**src/rtl/fnd_scan_pkg.sv**
```systemverilog
// Shared constants, types and helpers for the 4-digit FND scan controller.
package fnd_scan_pkg;

  localparam int unsigned NUM_DIGITS = 4;
  localparam int unsigned NIBBLE_W   = 4;
  localparam int unsigned MASK_W     = NUM_DIGITS;
  localparam int unsigned VALUE_W    = NUM_DIGITS * NIBBLE_W;

  // Common-anode digit lines and decimal point are active-low.
  localparam logic [MASK_W-1:0] COM_OFF = 4'b1111;
  localparam logic              DP_OFF  = 1'b1;

  typedef logic [1:0] idx_t;

  // One buffered display image: four nibbles plus per-digit decimal points.
  typedef struct packed {
    logic [VALUE_W-1:0] value;
    logic [MASK_W-1:0]  dp;
  } frame_buf_t;

  // True when every nibble from position i up to the leftmost digit is zero.
  function automatic logic lead_zero(input logic [VALUE_W-1:0] v, input idx_t i);
    logic [VALUE_W-1:0] shifted;
    shifted = v >> {i, 2'b00};
    return shifted == '0;
  endfunction

endpackage

```
**src/rtl/fnd_scan_tick.sv**
```systemverilog
// Slot prescaler: counts 0..CLK_DIV-1 and flags the last cycle of each slot.
module fnd_scan_tick #(
  parameter int unsigned CLK_DIV = 50000,
  parameter int unsigned CNT_W   = $clog2(CLK_DIV)
) (
  input  logic             clk,
  input  logic             rst,
  output logic [CNT_W-1:0] cnt,
  output logic             tick
);

  assign tick = (cnt == CNT_W'(CLK_DIV - 1));

  // Free-running slot counter, wraps to zero on tick.
  always_ff @(posedge clk or posedge rst) begin
    if (rst) begin
      cnt <= '0;
    end else if (tick) begin
      cnt <= '0;
    end else begin
      cnt <= cnt + 1'b1;
    end
  end

endmodule

```
**src/rtl/fnd_scan.sv**
```systemverilog
// Time-multiplexed 4-digit FND scan controller with frame-synchronous double buffering.
module fnd_scan
  import fnd_scan_pkg::*;
#(
  parameter int unsigned CLK_DIV  = 50000,
  parameter bit          BLANK_LZ = 1'b1
) (
  input  logic                clk,
  input  logic                rst,
  input  logic                load,
  input  logic [VALUE_W-1:0]  value,
  input  logic [MASK_W-1:0]   dp_in,
  output logic [NIBBLE_W-1:0] digit_val,
  output logic                blank,
  output logic                dp,
  output logic [MASK_W-1:0]   com,
  output logic                frame_done
);

  localparam int unsigned CntW = $clog2(CLK_DIV);

  logic [CntW-1:0] cnt;
  logic            tick;
  logic            wrap;
  idx_t            idx_q;
  frame_buf_t      shadow_q;
  frame_buf_t      disp_q;
  logic            pending_q;

  fnd_scan_tick #(
    .CLK_DIV (CLK_DIV),
    .CNT_W   (CntW)
  ) u_tick (
    .clk  (clk),
    .rst  (rst),
    .cnt  (cnt),
    .tick (tick)
  );

  assign wrap = tick && (idx_q == idx_t'(NUM_DIGITS - 1));

  // Digit index advances once per slot.
  always_ff @(posedge clk or posedge rst) begin
    if (rst) begin
      idx_q <= '0;
    end else if (tick) begin
      idx_q <= idx_q + 1'b1;
    end
  end

  // Double buffer: load fills shadow; disp only changes on a frame wrap.
  // A load on the wrap cycle keeps pending set so it lands on the next wrap.
  always_ff @(posedge clk or posedge rst) begin
    if (rst) begin
      shadow_q  <= '0;
      disp_q    <= '0;
      pending_q <= 1'b0;
    end else begin
      if (wrap && pending_q) begin
        disp_q <= shadow_q;
      end
      if (load) begin
        shadow_q  <= '{value: value, dp: dp_in};
        pending_q <= 1'b1;
      end else if (wrap) begin
        pending_q <= 1'b0;
      end
    end
  end

  // Registered outputs, one clock behind the (idx, cnt) state.
  always_ff @(posedge clk or posedge rst) begin
    if (rst) begin
      digit_val  <= '0;
      blank      <= 1'b1;
      dp         <= DP_OFF;
      com        <= COM_OFF;
      frame_done <= 1'b0;
    end else begin
      digit_val  <= disp_q.value[idx_q*NIBBLE_W +: NIBBLE_W];
      dp         <= ~disp_q.dp[idx_q];
      // All digits off in the first cycle of each slot to avoid ghosting.
      com        <= (cnt == '0) ? COM_OFF : ~(MASK_W'(1) << idx_q);
      blank      <= BLANK_LZ && (idx_q != '0) && lead_zero(disp_q.value, idx_q);
      frame_done <= wrap;
    end
  end

endmodule

```
**config.mk**
```make
export PLATFORM = sky130hd
export DESIGN_NAME = fnd_scan
export DESIGN_NICKNAME = d
export VERILOG_FILES = /design/src/rtl/fnd_scan_pkg.sv /design/src/rtl/fnd_scan_tick.sv /design/src/rtl/fnd_scan.sv
export SDC_FILE = /design/constraint.sdc
export NUM_CORES = 1
export LEC_CHECK = 0
export ABC_CLOCK_PERIOD_IN_PS = 2900
export CORE_UTILIZATION = 50
export DETAILED_ROUTE_END_ITERATION = 10
export PLACE_DENSITY = 0.72
export RECOVER_POWER = 50
export SKIP_CTS_REPAIR_TIMING = 1
export SLEW_MARGIN = 0
export SYNTH_ARGS = -nofsm -noshare
export SYNTH_HDL_FRONTEND = slang
export SYNTH_SLANG_ARGS = --single-unit
```
**constraint.sdc**
```tcl
create_clock -name clk -period 2.9 [get_ports clk]
set_clock_uncertainty 0.05 [all_clocks]
set_input_delay 0.58 -clock clk [delete_from_list [all_inputs] [get_ports clk]]
set_output_delay 0.58 -clock clk [all_outputs]
set_load 0.01 [all_outputs]
```
==> reports/metrics.yaml <==
ir_drop_mv: 0.368
synth_top_area_share_pct: 52.3
arrival_ns: 2.48
synth-seq-cells: 70
maxCapViolCount: 0
yosys_warnings: 0
io_pins: 34
ys_top_cells_by_count: "dfrtp_1 (64), mux2_2 (20), mux2_4 (20)"
worst_pin_slew_ns: 1.07
numCtsBuffers: 9
cp_slowest_cell: "or4_4"
synth_cells: 211
ys_seq_area_share_pct: 57.4
fmax_mhz: 434
std_cell_rows: 28
setup_ws_ns: 0.594
nets: 283
met3WireLength_um: 227
clockRootBuffer: "clkbuf_8"
seq_area_um2: 1760
clk_latency_ns: 0.35
setup_viol: 0
yosys-top-cells-area: "dfrtp_1 (52%), mux2_4 (9.8%), mux2_2 (7.3%)"
fp.dieW_um: 80.3
fillers: 448
p_comb_share_pct: 4.2
place_area_um2: 3480
total_power_mw: 2.09
yosysUniqueCellTypes: 38
dp_slack_ns: 0.602
p_seq_share_pct: 48.7
cp-end-kind: "flip-flop"
rsz0062_at_grt: "no"
grt_max_degree: 45
fin_area_um2: 3730
wl_per_cell_um: 15.6
outcome: "finished, final reports clean"
synth_top_area_cell: "dfrtp_1"
critPathKind: "reg2reg"
multi_input_area_um2: 1210
drc: 0
synthesis.nets: 240
layout-drive-gt1-share_pct: 30.5
hpwlAfterDp_um: 3620
grt_pass1_wl_um: 8800
fin_crit_ns: 2.31
power.leakage_nw: 1.63
initial_core_util_pct: 51.8
crit_buf_inv: 0
hold_path.class: "reg2reg"
hold_viol: 0
die_area_um2: 6450
route.met2.wl_um: 2520
path_clk_slew_ns: 0.08
grt_overflow: 0
pwr-share-clk_pct: 47.1
synth-edff-count: 0
antenna_found_initial: 0
fin_crit_sh_pct: 79.5
gp_congestion: 0.795
p_sw_share_pct: 19.9
ant_nets: 0
routed_wl_um: 5220
drv_slew: 0
syn_area_per_cell_um2: 14.5
die_h_um: 80.3
clock_path_buffers: 2
area_growth_pct: 21.9
synth.cell_area_um2: 3060
first_pass_iters: 4
antennaDiodeCount: 0
numClockSinks: 70
synth-async-reset-ratio_pct: 100
p_int_mw: 1.68
p_per_area_nw_per_um2: 560
critPathTopFamily: "simple AND/OR/NAND/NOR gates"
synthFlopType: "dfrtp_1"
setup_tns_ns: 0
vias_per_cell: 5.32
slew_headroom_pct: 28.5
cts_tree: "yes"
max_stage_delay_ns: 0.56
crit_path_cell_trace: "or4_4, nor4_4, and3_4, mux2_4"
start_kind: "flip-flop"
grt_pass1_vias: 1812
core_um2: 5920
cp.required_ns: 3.08
port_buffers: 33
fin_util_pct: 63.1
grt_use_total_pct: 19.1
synth.most_common_cell: "dfrtp_1"
first_iter_violations: 90
wl_met1_um: 2370
critPathMaxFanout: 20
switching_power_mw: 0.416
vias: 1778
h-tree-depth: 3
highest_layer: "met4"
[flip-flops by register name, indices dropped and copies added, names as in the netlist]
| name | cells |
|---|---|
| idx_q | 2 |
| frame_done | 1 |
| u_tick.cnt | 16 |
| digit_val | 4 |
| blank | 1 |
| disp_q | 20 |
| com | 4 |
| dp | 1 |
| pending_q | 1 |
| shadow_q | 20 |
[power by group through the flow]
| stage | clock, mW | sequential, mW | combinational (mW) |
|---|---|---|---|
| 2_1_floorplan | 0 | 1.03 | 0.0484 |
| 3_3_place_gp | 0 | 1.04 | 0.0892 |
| 3_5_place_dp | 0 | 1.04 | 0.0916 |
| 4_1_cts | 1.00 | 1.02 | 0.0919 |
| 5_1_grt | 1.04 | 1.02 | 0.0985 |
| 6_report | 0.985 | 1.02 | 0.0884 |
[worst register-to-register path, stage by stage, from the launching register on]
cell	delay (ns)
dfrtp_1	0.41
or4_4	0.57
nor4_4	0.33
and3_4	0.49
mux2_4	0.35
[final timing paths]
kind                       depth (start not counted)                startpoint                       end  slack [ns]
hold reg to reg                                    1     pending_q$_DFFE_PP0P_     pending_q$_DFFE_PP0P_        0.44
hold / removal                                     1     pending_q$_DFFE_PP0P_     pending_q$_DFFE_PP0P_        0.44
setup reg to reg                                   4  u_tick.cnt[10]$_DFF_PP0_    disp_q[11]$_DFFE_PP0P_        0.59
min in group asynchronous                          2                       rst    digit_val[2]$_DFF_PP0_        0.89
max in group asynchronous                          3                       rst  shadow_q[11]$_DFFE_PP0P_        1.14
setup / recovery                                   4  u_tick.cnt[10]$_DFF_PP0_    disp_q[11]$_DFFE_PP0P_        0.59
[layout by cell type (no fill, tap or decap), types with 2 or more instances in the layout]
master	synthesis	final
dfrtp_1	64	64
clkdlybuf4s50_1	0	32
mux2_4	20	20
mux2_2	20	20
clkbuf_8	0	11
inv_1	10	10
nor2_1	10	10
nand2_1	9	9
xnor2_1	8	8
nand3_1	7	7
xor2_1	6	6
ha_1	6	6
dfstp_2	6	6
mux4_2	5	5
nand4_1	4	4
nor3_1	4	4
nor4_1	4	4
bufinv_16	0	3
buf_4	0	3
or2_2	2	2
or4_1	2	2
clkinvlp_4	0	2
[logic make-up (layout without fill, tap and decap cells)]
family | Yosys count | count (layout) | share of synthesized area, %
and+or+nand+nor | 53 | 53 | 10.6
buffers and inverters | 16 | 64 | 3.06
AOI/OAI and AO/OA | 7 | 7 | 1.63
adders and majority gates | 6 | 6 | 2.45
xor gates and xnor gates | 14 | 14 | 4.00
muxes | 45 | 45 | 20.8
DFF | 70 | 70 | 57.4
[per-stage QoR]
stage | hold slack (ns) | instances
after detailed placement | 0.426 | 318
after CTS | 0.445 | 334
after floorplan | 0.401 | 211
final | 0.440 | 334
after global placement | 0.418 | 318
after global routing | 0.460 | 334
[layout make-up]
cell class	count	area share, %
clock inverter	5	2.81
timing repair buffer	38	10.1
sequential	70	47.1
tap	75	2.51
inverter	10	1.01
multi-input combinational	125	32.4
clock buffer	11	4.05
[layer usage]
| metal | GRT usage [%] | up-vias |
|---|---|---|
| met2 | 28.4 | 44 |
| met5 | 0 | - |
| met4 | 7.68 | 0 |
| met3 | 6.82 | 8 |
| li1 | - | 829 |
| met1 | 25.5 | 897 |
Note: power is estimated with default switching activity, not from simulation.
